[src/rtl/lattice_stream_scheduler.sv]
// Lattice frame read-out scheduler: shares the BRAM read port with the
// compute engine and streams DEPTH pixels through a credit-checked FIFO.
module lattice_stream_scheduler #(
  parameter int DATA_WIDTH    = 16,
  parameter int DEPTH         = 2500,
  parameter int ADDRESS_WIDTH = 12,
  parameter int READ_LATENCY  = 1,
  parameter int FIFO_DEPTH    = 4
) (
  input  logic                      m00_axis_aclk,
  input  logic                      m00_axis_aresetn,
  input  logic                      frame_ready,
  input  logic                      comp_req,
  input  logic [ADDRESS_WIDTH-1:0]  comp_addr,
  output logic                      comp_grant,
  output logic                      bram_en,
  output logic [ADDRESS_WIDTH-1:0]  bram_addr,
  input  logic [9*DATA_WIDTH-1:0]   bram_dout,
  output logic                      busy,
  output logic                      frame_done,
  input  logic                      m00_axis_tready,
  output logic                      m00_axis_tvalid,
  output logic [9*DATA_WIDTH-1:0]   m00_axis_tdata,
  output logic [9*DATA_WIDTH/8-1:0] m00_axis_tstrb,
  output logic                      m00_axis_tlast
);

  localparam int BW = 9 * DATA_WIDTH;
  localparam int IW = ADDRESS_WIDTH + 1;
  localparam int CW = $clog2(FIFO_DEPTH) + 1;
  localparam int PW = (FIFO_DEPTH > 1) ? $clog2(FIFO_DEPTH) : 1;
  localparam int LW = $clog2(READ_LATENCY + 1);

  localparam logic [IW-1:0] LAST_ADDR = IW'(DEPTH - 1);
  localparam logic [PW-1:0] PTR_MAX   = PW'(FIFO_DEPTH - 1);

  typedef enum logic [1:0] {
    IDLE,
    STREAM,
    DRAIN
  } state_t;

  state_t state;
  state_t state_next;

  logic [IW-1:0]           issue_addr;
  logic                    issue_last;
  logic                    credit_ok;
  logic                    stream_issue;

  logic [READ_LATENCY-1:0] pipe_vld;
  logic [READ_LATENCY-1:0] pipe_last;
  logic [LW-1:0]           inflight;

  logic [BW-1:0]           fifo_mem [FIFO_DEPTH];
  logic [FIFO_DEPTH-1:0]   fifo_lst;
  logic [PW-1:0]           wr_ptr;
  logic [PW-1:0]           rd_ptr;
  logic [CW-1:0]           fifo_count;
  logic                    push;
  logic                    pop;
  logic                    drained;

  assign issue_last = (issue_addr == LAST_ADDR);

  // Credit: every in-flight read already owns a FIFO slot.
  assign credit_ok = (32'(fifo_count) + 32'(inflight))
                   < 32'(FIFO_DEPTH);

  // Compute engine has fixed priority over the stream.
  assign comp_grant = comp_req & m00_axis_aresetn;

  assign stream_issue = (state == STREAM)
                      && (issue_addr <= LAST_ADDR)
                      && credit_ok
                      && !comp_req;

  assign bram_en = comp_grant | stream_issue;

  // Address mux: compute address, stream address, else zero.
  always_comb begin
    bram_addr = '0;
    unique case (1'b1)
      comp_grant:   bram_addr = comp_addr;
      stream_issue: bram_addr = issue_addr[ADDRESS_WIDTH-1:0];
      default:      bram_addr = '0;
    endcase
  end

  // Count the valid stages of the read pipeline.
  always_comb begin
    inflight = '0;
    for (int i = 0; i < READ_LATENCY; i++) begin
      inflight = inflight + LW'(pipe_vld[i]);
    end
  end

  assign push    = pipe_vld[READ_LATENCY-1];
  assign pop     = m00_axis_tvalid & m00_axis_tready;
  assign drained = (inflight == '0) && (fifo_count == '0);

  // Frame sequencing and the end-of-frame pulse.
  always_comb begin
    state_next = state;
    frame_done = 1'b0;
    unique case (state)
      IDLE: begin
        if (frame_ready) state_next = STREAM;
      end
      STREAM: begin
        if (stream_issue && issue_last) begin
          state_next = DRAIN;
        end
      end
      DRAIN: begin
        if (drained) begin
          state_next = IDLE;
          frame_done = 1'b1;
        end
      end
      default: state_next = IDLE;
    endcase
  end

  // State register.
  always_ff @(posedge m00_axis_aclk or negedge m00_axis_aresetn) begin
    if (!m00_axis_aresetn) begin
      state <= IDLE;
    end else begin
      state <= state_next;
    end
  end

  // Stream issue address; wide enough to reach DEPTH without wrap.
  always_ff @(posedge m00_axis_aclk or negedge m00_axis_aresetn) begin
    if (!m00_axis_aresetn) begin
      issue_addr <= '0;
    end else if (state == IDLE && frame_ready) begin
      issue_addr <= '0;
    end else if (stream_issue) begin
      issue_addr <= issue_addr + 1'b1;
    end
  end

  // Shift register tracking stream reads through the BRAM latency.
  always_ff @(posedge m00_axis_aclk or negedge m00_axis_aresetn) begin
    if (!m00_axis_aresetn) begin
      pipe_vld  <= '0;
      pipe_last <= '0;
    end else begin
      pipe_vld[0]  <= stream_issue;
      pipe_last[0] <= stream_issue & issue_last;
      for (int i = 1; i < READ_LATENCY; i++) begin
        pipe_vld[i]  <= pipe_vld[i-1];
        pipe_last[i] <= pipe_last[i-1];
      end
    end
  end

  // FIFO pointers and occupancy.
  always_ff @(posedge m00_axis_aclk or negedge m00_axis_aresetn) begin
    if (!m00_axis_aresetn) begin
      wr_ptr     <= '0;
      rd_ptr     <= '0;
      fifo_count <= '0;
    end else begin
      if (push) begin
        wr_ptr <= (wr_ptr == PTR_MAX) ? '0 : wr_ptr + 1'b1;
      end
      if (pop) begin
        rd_ptr <= (rd_ptr == PTR_MAX) ? '0 : rd_ptr + 1'b1;
      end
      unique case ({push, pop})
        2'b10:   fifo_count <= fifo_count + 1'b1;
        2'b01:   fifo_count <= fifo_count - 1'b1;
        default: fifo_count <= fifo_count;
      endcase
    end
  end

  // FIFO storage; contents are qualified by fifo_count.
  always_ff @(posedge m00_axis_aclk) begin
    if (push) begin
      fifo_mem[wr_ptr] <= bram_dout;
      fifo_lst[wr_ptr] <= pipe_last[READ_LATENCY-1];
    end
  end

  assign m00_axis_tvalid = (fifo_count != '0);
  assign m00_axis_tdata  = m00_axis_tvalid ? fifo_mem[rd_ptr] : '0;
  assign m00_axis_tlast  = m00_axis_tvalid & fifo_lst[rd_ptr];
  assign m00_axis_tstrb  = '1;
  assign busy            = (state != IDLE);

endmodule
[config.mk]
export PLATFORM = sky130hd
export DESIGN_NAME = lattice_stream_scheduler
export DESIGN_NICKNAME = d
export VERILOG_FILES = /design/src/rtl/lattice_stream_scheduler.sv
export SDC_FILE = /design/constraint.sdc
export NUM_CORES = 1
export LEC_CHECK = 0
export CAP_MARGIN = 20
export CORE_ASPECT_RATIO = 1.75
export CORE_MARGIN = 8
export CORE_UTILIZATION = 30
export CTS_CLUSTER_DIAMETER = 120
export DETAILED_ROUTE_END_ITERATION = 10
export SYNTH_ARGS = -nofsm -noshare
export SYNTH_HDL_FRONTEND = slang
export SYNTH_SLANG_ARGS = --single-unit
[constraint.sdc]
create_clock -name m00_axis_aclk -period 4.7 [get_ports m00_axis_aclk]
set_input_delay 0.94 -clock m00_axis_aclk [delete_from_list [all_inputs] [get_ports m00_axis_aclk]]
set_output_delay 0.94 -clock m00_axis_aclk [all_outputs]
set_load 0.03 [all_outputs]
==> metrics.txt, run 1 <==
IR drop worst, VDD 0.5141 mV; Yosys Warn Count 0; slowest cell on the critical path clkdlybuf4s50_1; Final Hold Viols 0; Cells after Synth 1101; DR DRC count 0; clk buf depth 3; power per cell area approximately 660 nW/µm²; maxcap violations 0; Mean Syn Cell Area 21.30 µm²; hold-fix buffers at CTS 0; Worst-Margin Slew 0.9279 ns; Total Neg Setup Slack 0 ns; Worst R2R Start issue_addr[6]; Max transition margin 0.3814; first-pass GRT wire length about 80000 µm; htree depth 2; clock skew 0.02341 ns; post-detail-place hpwl 34120 µm; largest net degree at the start of global routing 129; total CTS buffers 56; clk root buf clkbuf_16; gr usage total 0.1227; Die Area 87730 µm²; Critical Path Start Type input port; routed vias 11525; I/O pins around 340; WL final 54810 µm; Hold Crit Class flip-flop to flip-flop; clock tree from TritonCTS built; WL per Instance 21.80 µm; Setup Viol. Count Final 0; post-DR vias/cell about 4.6; Buffers on Ports about 320; fin crit share 0.9623; starting density of the core 0.3031; sequential-to-total area share from yosys stat 0.7683; worst skew pair latency between 0.6 and 0.7 ns; post_cts resized 0; synthesized flop and latch total 604; drt initial violations 567; CP Max Fanout 14; DRT antenna net count 0; outcome completed; endpoint type of the worst setup path output port; final instance area approximately 30000 µm²; post-CTS setup buffers 0; CP top delay family buffers and inverters; Routability Congestion 0.8221; Die Width 227.4 µm; setup ws final about 0.18 ns; Distinct cells, synth 44; # clock sinks 604; Detailed Routing Iterations Pass 1 5; placed inst area 27960 µm²; core area 77360 µm²; layout cells sized above 1 0.1780; CP arrival 3.58 ns; die height slightly below 400 µm; post-layout min period 4.523 ns; FILL cells about 7000; vias in the first global route approximately 13000; Main synth FF type edfxtp_1; hold path startpoint state[1]; total grt overflow 0; Setup CP Type input port to output port; initial antenna violation count 7; worst path bufs/invs 2; fmax 0.2211 GHz; CP Launch Point comp_req; max-slew violations 0; Post-synth EDFFs 580; CP cell instances clkdlybuf4s50_1, nor4b_1, nand2_1, a21oi_2, a22o_1, clkdlybuf4s50_1; critical path's largest stage delay slightly below 0.7 ns; Layout area overhead 27.51%; FFs w/ async S/R, synth 0.03974; Nets 1609; required time worst endpoint 3.76 ns; RSZ-0062 raised after global routing false; leakage 9.579 nW; Top cell by count, worst path clkdlybuf4s50_1; Core Rows 135; Reg clk slew, reported paths 0.07 ns; mapped cell area 23450 µm²; pre-CTS setup slack 0.3446 ns
## worst paths after layout
| check | end | cells after the start | slack, ns |
|---|---|---|---|
| setup / recovery | bram_addr[1] | 6 | 0.18 |
| hold / removal | state[0] | 1 | 0.49 |
| setup reg to reg | issue_addr[0] | 6 | 2.23 |
| hold reg to reg | state[0] | 1 | 0.49 |
| max in group asynchronous | rd_ptr[0] | 2 | 3.67 |
| min in group asynchronous | rd_ptr[1] | 2 | 0.75 |
## final cells by class
| class | instances | area, µm² | share of cell area |
|---|---|---|---|
| well taps | 1027 | 1285 | 0.04297 |
| repair buffers | 339 | 3513 | 0.1175 |
| inverters | 10 | 37.54 | 0.001255 |
| multi-input cells | 429 | 5099 | 0.1705 |
| flip-flops and latches | 604 | 18020 | 0.6028 |
| diodes | 4 | 10.01 | 0.0003347 |
| clock buffers | 60 | 1438 | 0.04808 |
| clock inverters | 41 | 496.7 | 0.01661 |
## cell usage after synthesis, types with 3 or more instances
cell type | n | area, µm²
nand2_1 | 15 | 56.30
mux4_2 | 145 | 3266
buf_4 | 20 | 150.1
buf_1 | 8 | 30.03
clkbuf_1 | 31 | 116.4
and2_1 | 152 | 950.9
dfrtp_1 | 24 | 600.6
ha_1 | 7 | 87.58
a21oi_1 | 7 | 35.03
nor2_1 | 8 | 30.03
edfxtp_1 | 580 | 17420
mux2i_1 | 7 | 70.07
xor2_1 | 3 | 26.28
nor3_1 | 5 | 25.02
o21ai_0 | 6 | 30.03
a22o_1 | 12 | 105.1
inv_1 | 10 | 37.54
nand4_1 | 6 | 37.54
nand2b_1 | 6 | 37.54
nand3_1 | 5 | 25.02
buf_2 | 15 | 75.07
## metrics by stage
stage,power (mW),utilization,std cells,hold WS [ns]
floorplan,11.92,-,1118,0.4484
global placement,15.18,0.3614,2409,0.4678
detailed placement,15.23,0.3614,2409,0.4752
CTS,20.07,0.3864,2510,0.4852
global route,20.52,0.3865,2512,0.5052
finish,19.65,0.3865,2514,0.4886
## kinds of logic after synthesis
family | count (synthesis) | share of synthesized area
multiplexers | 153 | 0.1427
AO/OA/AOI/OAI | 35 | 0.01120
AND/OR/NAND/NOR | 210 | 0.05351
flip-flops | 604 | 0.7683
XOR/XNOR | 5 | 0.001868
other | 1 | 0.0001599
adder cells (fa/ha/maj) | 8 | 0.004588
buffers and inverters | 85 | 0.01766
## cell usage in the layout (no fill, tap or decap), drive strengths merged, types with 15 or more instances in the layout
cell,synthesis,routed
and2,153,153
buf,43,17
clkbuf,32,60
clkdlybuf4s50,0,322
clkinv,0,27
conb,1,18
dfrtp,24,24
edfxtp,580,580
mux4,145,145
nand2,15,15
## state kept, by name, summed over array words and instances (netlist names)
register	cells
fifo_mem	576
wr_ptr	2
fifo_lst	4
pipe_vld	1
fifo_count	3
pipe_last	1
rd_ptr	2
issue_addr	13
state	2
## worst register-to-register path: cells and delay by family (launching register included)
| family | cells | cell delay [ns] |
|---|---|---|
| AND/OR/NAND/NOR | 2 | 0.61 |
| AO/OA/AOI/OAI | 2 | 0.93 |
| multiplexers | 1 | 0.17 |
| buffers and inverters | 1 | 0.24 |
| flip-flops | 1 | 0.45 |
## routing by layer
| metal | vias to the layer above | part of all wire | track usage |
|---|---|---|---|
| met2 | 333 | 0.54 | 0.2298 |
| li1 | 5083 | - | - |
| met3 | 84 | 0.067 | 0.03319 |
| met1 | 6019 | 0.37 | 0.1298 |
| met5 | - | 0.00075 | 0 |
| met4 | 6 | 0.026 | 0.04216 |
## power breakdown
| group | leakage [nW] | internal, mW | switching [mW] | total [mW] |
|---|---|---|---|---|
| registers | 5.57 | 6.68 | 0.314 | 7.00 |
| logic | 3.06 | 3.49 | 4.41 | 7.89 |
| clock network | 0.956 | 2.78 | 1.99 | 4.76 |
| total | 9.58 | 12.9 | 6.71 | 19.7 |
Power figures use the tool's default switching activity.
==> inputs of run 2 (changes only) <==
Settings changed: CORE_MARGIN 8 to 2, CORE_UTILIZATION 30 to 25.
==> metrics.txt, run 2 (synthesized netlist as in run 1, its figures left out) <==
largest net degree at the start of global routing 74 (was 129); hold-fix buffers at CTS 0 (unchanged); Layout area overhead 28.84% (was 27.51%); I/O pins 341 (unchanged); final instance area 30220 µm² (was 29900 µm²); hold path startpoint state[1] (unchanged); post-DR vias/cell 4.296 (was 4.584); required time worst endpoint 3.76 ns (about the same); Setup CP Type flip-flop to output port (was input port to output port); layout cells sized above 1 0.1837 (was 0.1780); initial antenna violation count 16 (was 7); WL per Instance 20.39 µm (was 21.80 µm); post-CTS setup buffers 0 (unchanged); CP Launch Point issue_addr[3] (was comp_req); clock skew 0.02525 ns (was 0.02341 ns); Die Area 96370 µm² (was 87730 µm²); Detailed Routing Iterations Pass 1 5 (unchanged); met3 Use GR 0.02883 (was 0.03319); core area 92960 µm² (was 77360 µm²); post-layout min period 4.388 ns (was 4.523 ns); Final Hold Viols 0 (unchanged); Top reg by flops fifo_mem (unchanged); critical path's largest stage delay 0.60 ns (was 0.69 ns); Largest register FFs 576 (unchanged); IR drop worst, VDD 0.5605 mV (was 0.5141 mV); drt initial violations 563 (was 567); Total Neg Setup Slack 0 ns (unchanged); starting density of the core 0.2523 (was 0.3031); maxcap violations 0 (unchanged); Die Width 235.5 µm (was 227.4 µm); placed inst area 28240 µm² (was 27960 µm²); WL final 55180 µm (was 54810 µm); GR Util met1 0.1219 (was 0.1298); endpoint type of the worst setup path output port (unchanged); Worst R2R Start fifo_count[2] (was issue_addr[6]); CP top delay family simple AND/OR/NAND/NOR gates (was buffers and inverters); die height 409.2 µm (was 385.9 µm); htree depth 2 (unchanged); CP arrival 3.45 ns (was 3.58 ns); Routability Congestion 0.7494 (was 0.8221); fin crit share 0.9337 (was 0.9623); gr usage total 0.1144 (was 0.1227); layer with the highest usage met2 (unchanged); clk root buf clkbuf_16 (unchanged); worst skew pair latency 0.62 ns (was 0.61 ns); post_cts resized 0 (unchanged); worst path bufs/invs 2 (unchanged); vias in the first global route 12992 (was 12849); RSZ-0062 raised after global routing false (unchanged); routed vias 11624 (was 11525); leakage 9.629 nW (was 9.579 nW); # clock sinks 604 (unchanged); met2 Use GR 0.2085 (was 0.2298); Buffers on Ports 322 (unchanged); total CTS buffers 58 (was 56); clock tree from TritonCTS built (unchanged); commonest non-fill, non-tap cell in the layout edfxtp_1 (unchanged); clk buf depth 3 (unchanged); DR DRC count 0 (unchanged); largest registers fifo_mem: 576 flops, issue_addr: 13 flops, fifo_lst: 4 flops (unchanged); Worst-Margin Slew 0.9199 ns (was 0.9279 ns); Nets 1619 (was 1609); Critical Path Start Type flip-flop (was input port); Max transition margin 0.3867 (was 0.3814); most frequent cells in the layout edfxtp_1, clkdlybuf4s50_1, and2_1, mux4_2, clkbuf_16 (unchanged); first-pass GRT wire length 82740 µm (was 80870 µm); CP Max Fanout 16 (was 14); DRT antenna net count 0 (unchanged); post-detail-place hpwl 34620 µm (was 34120 µm); max-slew violations 0 (unchanged); total grt overflow 0 (unchanged); CP cell instances nor3_1, a2111oi_2, nand2b_1, a21oi_2, buf_4, or2_2, clkdlybuf4s50_1 (was clkdlybuf4s50_1, nor4b_1, nand2_1, a21oi_2, a22o_1, clkdlybuf4s50_1); power per cell area 653.9 nW/µm² (was 657.2 nW/µm²); fmax 0.2279 GHz (was 0.2211 GHz); slowest cell on the critical path clkdlybuf4s50_1 (unchanged); Reg clk slew, reported paths 0.07 ns (about the same); Hold Crit Class flip-flop to flip-flop (unchanged); Setup Viol. Count Final 0 (unchanged); outcome completed (unchanged); Core Rows 148 (was 135)
run 2: per-layer routing:
| metal | part of all wire | routed length, µm |
|---|---|---|
| met3 | 0.059 | 3259 |
| met2 | 0.53 | 29300 |
| met4 | 0.044 | 2415 |
| met5 | 0.0014 | 80 |
| met1 | 0.36 | 20120 |
run 2: layout make-up:
cell class / count / area [µm²]
Fill cell: 8904 / 62740
Timing Repair Buffer: 347 / 3573
Tap cell: 1200 / 1501
Clock inverter: 41 / 454.2
Sequential cell: 604 / 18020
Multi-Input combinational cell: 429 / 5099
Inverter: 10 / 37.54
Clock buffer: 66 / 1503
Antenna cell: 9 / 22.52
run 2: worst register-to-register path: stages (launching register included):
cell     delay [ns]
dfrtp_1        0.42
or3_4          0.72
nand2_1        0.26
inv_1          0.11
ha_1           0.17
inv_1          0.06
fa_1           0.37
xor2_1         0.15
nor2_1         0.12
xor2_1         0.15
run 2: path summary, 6_finish.rpt:
kind / to / slack [ns] / cells past startpoint
worst max-delay path: bram_en / 0.31 / 7
worst min-delay path: state[0] / 0.49 / 1
worst max register to register: fifo_count[2] / 2.11 / 9
worst min register to register: state[0] / 0.49 / 1
max in group asynchronous: rd_ptr[1] / 3.69 / 2
min in group asynchronous: issue_addr[7] / 0.74 / 2
run 2: stage by stage:
stage | power (mW) | hold slack [ns] | worst slack, ns | cells | util
floorplan | 11.92 | 0.4484 | 0.2425 | 1118 | -
global placement | 15.18 | 0.4636 | 0.6148 | 2590 | 0.3037
detailed placement | 15.28 | 0.4811 | 0.5437 | 2590 | 0.3037
CTS | 20.19 | 0.4863 | 0.2983 | 2697 | 0.3248
global route | 20.67 | 0.5219 | 0.1361 | 2706 | 0.3250
finish | 19.76 | 0.4866 | 0.3117 | 2706 | 0.3250
run 2: report_power, final:
group          internal (mW)  leakage [nW]  switching [mW]
Combinational           3.53          3.10            4.46
Clock                   2.76         0.960            2.06
Sequential              6.68          5.57           0.278
==> RTL change: new RTL, flow settings as in run 2 <==
Change the parameter `FIFO_DEPTH` from 4 to 8.
--- a/src/rtl/lattice_stream_scheduler.sv
+++ b/src/rtl/lattice_stream_scheduler.sv
@@ -5,7 +5,7 @@
   parameter int DEPTH         = 2500,
   parameter int ADDRESS_WIDTH = 12,
   parameter int READ_LATENCY  = 1,
-  parameter int FIFO_DEPTH    = 4
+  parameter int FIFO_DEPTH    = 8
 ) (
   input  logic                      m00_axis_aclk,
   input  logic                      m00_axis_aresetn,
Function: not settled (the Yosys comparison gave no result); the edit may change what the design does.
==> RTL change against run 2 <==
Power is 75% higher; worst setup slack better by 0.028 ns; sequential cell count is 583 higher; wire length up 87%; design area increased by 85%; synthesized area increased by 94%; sequential share of layout area rose by 4.0 points; via count up 81%; die area rose by 93%.
==> RTL change: results (changes against run 2) <==
| Metric | Value |
|---|---|
| Max stage delay on crit path | `0.69 ns (+0.09 ns)` |
| Layout Skew | `0.0459 ns (+0.0207 ns)` |
| Filler cells | `17500 (+96%)` |
| R2r worst-path depth | `12 (+3)` |
| Largest regs | `fifo_mem (1152), issue_addr (13), fifo_lst (8)` |
| Share of cells above drive strength 1 | `21.5% (+3.1 points)` |
| R2R Setup Slk | `1.37 ns (-0.74 ns)` |
| Detailed-placement wirelength estimate | `60.4 mm (+74%)` |
| CTS buffer count | `106 (+83%)` |
| Worst flop-to-flop path endpoint | `fifo_count[3]` |
| Netlist cell types | `51 (+16%)` |
| First-pass GRT wire length | `152 mm (+83%)` |
| Crit Path Max Fanout | `24 (+8)` |
| Routed via count | `21100 (+81%)` |
| Largest net degree at the start of global routing | `106 (+43%)` |
| Top cells by count, synth | `1160 x edfxtp_1, 290 x mux4_2, 160 x nor2_1` |
| Vias in the first global route | `23000 (+77%)` |
| Leak | `0.0176 uW (+83%)` |
| Total track usage | `11.0% (-0.47 points)` |
| GP Congestion | `0.704 (-6.1%)` |
| Largest cells by area after synthesis | `edfxtp_1 76%, mux4_2 14%, mux2i_1 3.3%` |
| Iter 0 DRT Violations | `1216 (+120%)` |
| Int Pwr | `23000 uW (+78%)` |
| Met1 WL | `38.4 mm (+91%)` |
| Outcome | `complete, no violations` |
| Slowest CP cell | `dfrtp_4` |
| Avg Cell Area, Syn | `22.5 sq um (+5.6%)` |
| Post-Route WL | `103 mm (+87%)` |
| Worst slew margin | `38.9% (+0.19 points)` |
| Sequential fraction of the synthesis area | `77.9% (+1.1 points)` |
| Worst skew pair latency | `0.73 ns (+0.11 ns)` |
| Final instance count without filler cells | `4914 (+82%)` |
| Placed insts | `4720 (+82%)` |
| WL met3 | `6.23 mm (+91%)` |
[RTL change: cell types whose count changed in the layout (fill, tap and decap cells not counted), sizes merged, moves of 6 or more]
cell | before | now
and2 | 153 | 4
buf | 25 | 73
clkbuf | 66 | 123
clkinv | 23 | 48
diode | 9 | 3
edfxtp | 580 | 1160
mux2i | 7 | 149
mux4 | 145 | 290
nor2 | 8 | 160
[RTL change: how the worst max path moves through the flow]
stage | start | endpoint | slack (ns)
6_report | rd_ptr[0] | m00_axis_tdata[73] | 0.34
5_1_grt | rd_ptr[0] | m00_axis_tdata[73] | 0.12
4_1_cts | rd_ptr[0] | m00_axis_tdata[73] | 0.13
3_5_place_dp | comp_req | bram_addr[0] | 0.72
3_3_place_gp | comp_req | bram_addr[3] | 0.69
2_1_floorplan | pipe_vld | fifo_lst[6] | -0.30
[RTL change: power by group through the flow]
stage | clock, uW | combinational [uW] | sequential (uW)
3_5_place_dp | 0 | 13500 | 13300
6_report | 8410 | 13200 | 13100
3_3_place_gp | 0 | 13500 | 13300
2_1_floorplan | 0 | 8290 | 13200
5_1_grt | 9030 | 14100 | 13200
4_1_cts | 8700 | 13600 | 13100
[RTL change: final cells by class]
class / count / share of cell area, %
Sequential cell: 1187 / 63.7
Multi-Input combinational cell: 726 / 17.2
Timing Repair Buffer: 395 / 7.64
Tap cell: 2403 / 5.39
Clock buffer: 123 / 4.89
Clock inverter: 68 / 1.09
Inverter: 9 / 0.0606
Antenna cell: 3 / 0.0135
[RTL change: layer usage]
metal | GRT usage [%] | vias up
met5 | 0 | -
met4 | 3.28 | 16
met3 | 3.09 | 150
met2 | 20.6 | 440
met1 | 11.8 | 11300
li1 | - | 9177
[RTL change: kinds of logic after synthesis]
group,Yosys count,share of synthesized area (%)
muxes,443,17.7
DFF,1187,77.9
other,1,0.00823
adders and majority gates,9,0.263
AOI/OAI and AO/OA,38,0.683
xor gates and xnor gates,5,0.0961
buffers and inverters,130,1.34
and+or+nand+nor,213,2.02
[RTL change: critical path, delay by kind of cell (launching register included)]
kind	cells	cell delay [ns]
buf+inv	3	1.16
flops	1	0.69
mux	2	0.74
simple gates	1	0.06
[RTL change: metrics by stage]
step                      hold slack, ns  area [sq um]
after global routing               0.540         55800
after global placement             0.494         52400
final                              0.500         55800
after floorplan                    0.467         45700
after CTS                          0.508         55800
after detailed placement           0.498         52400
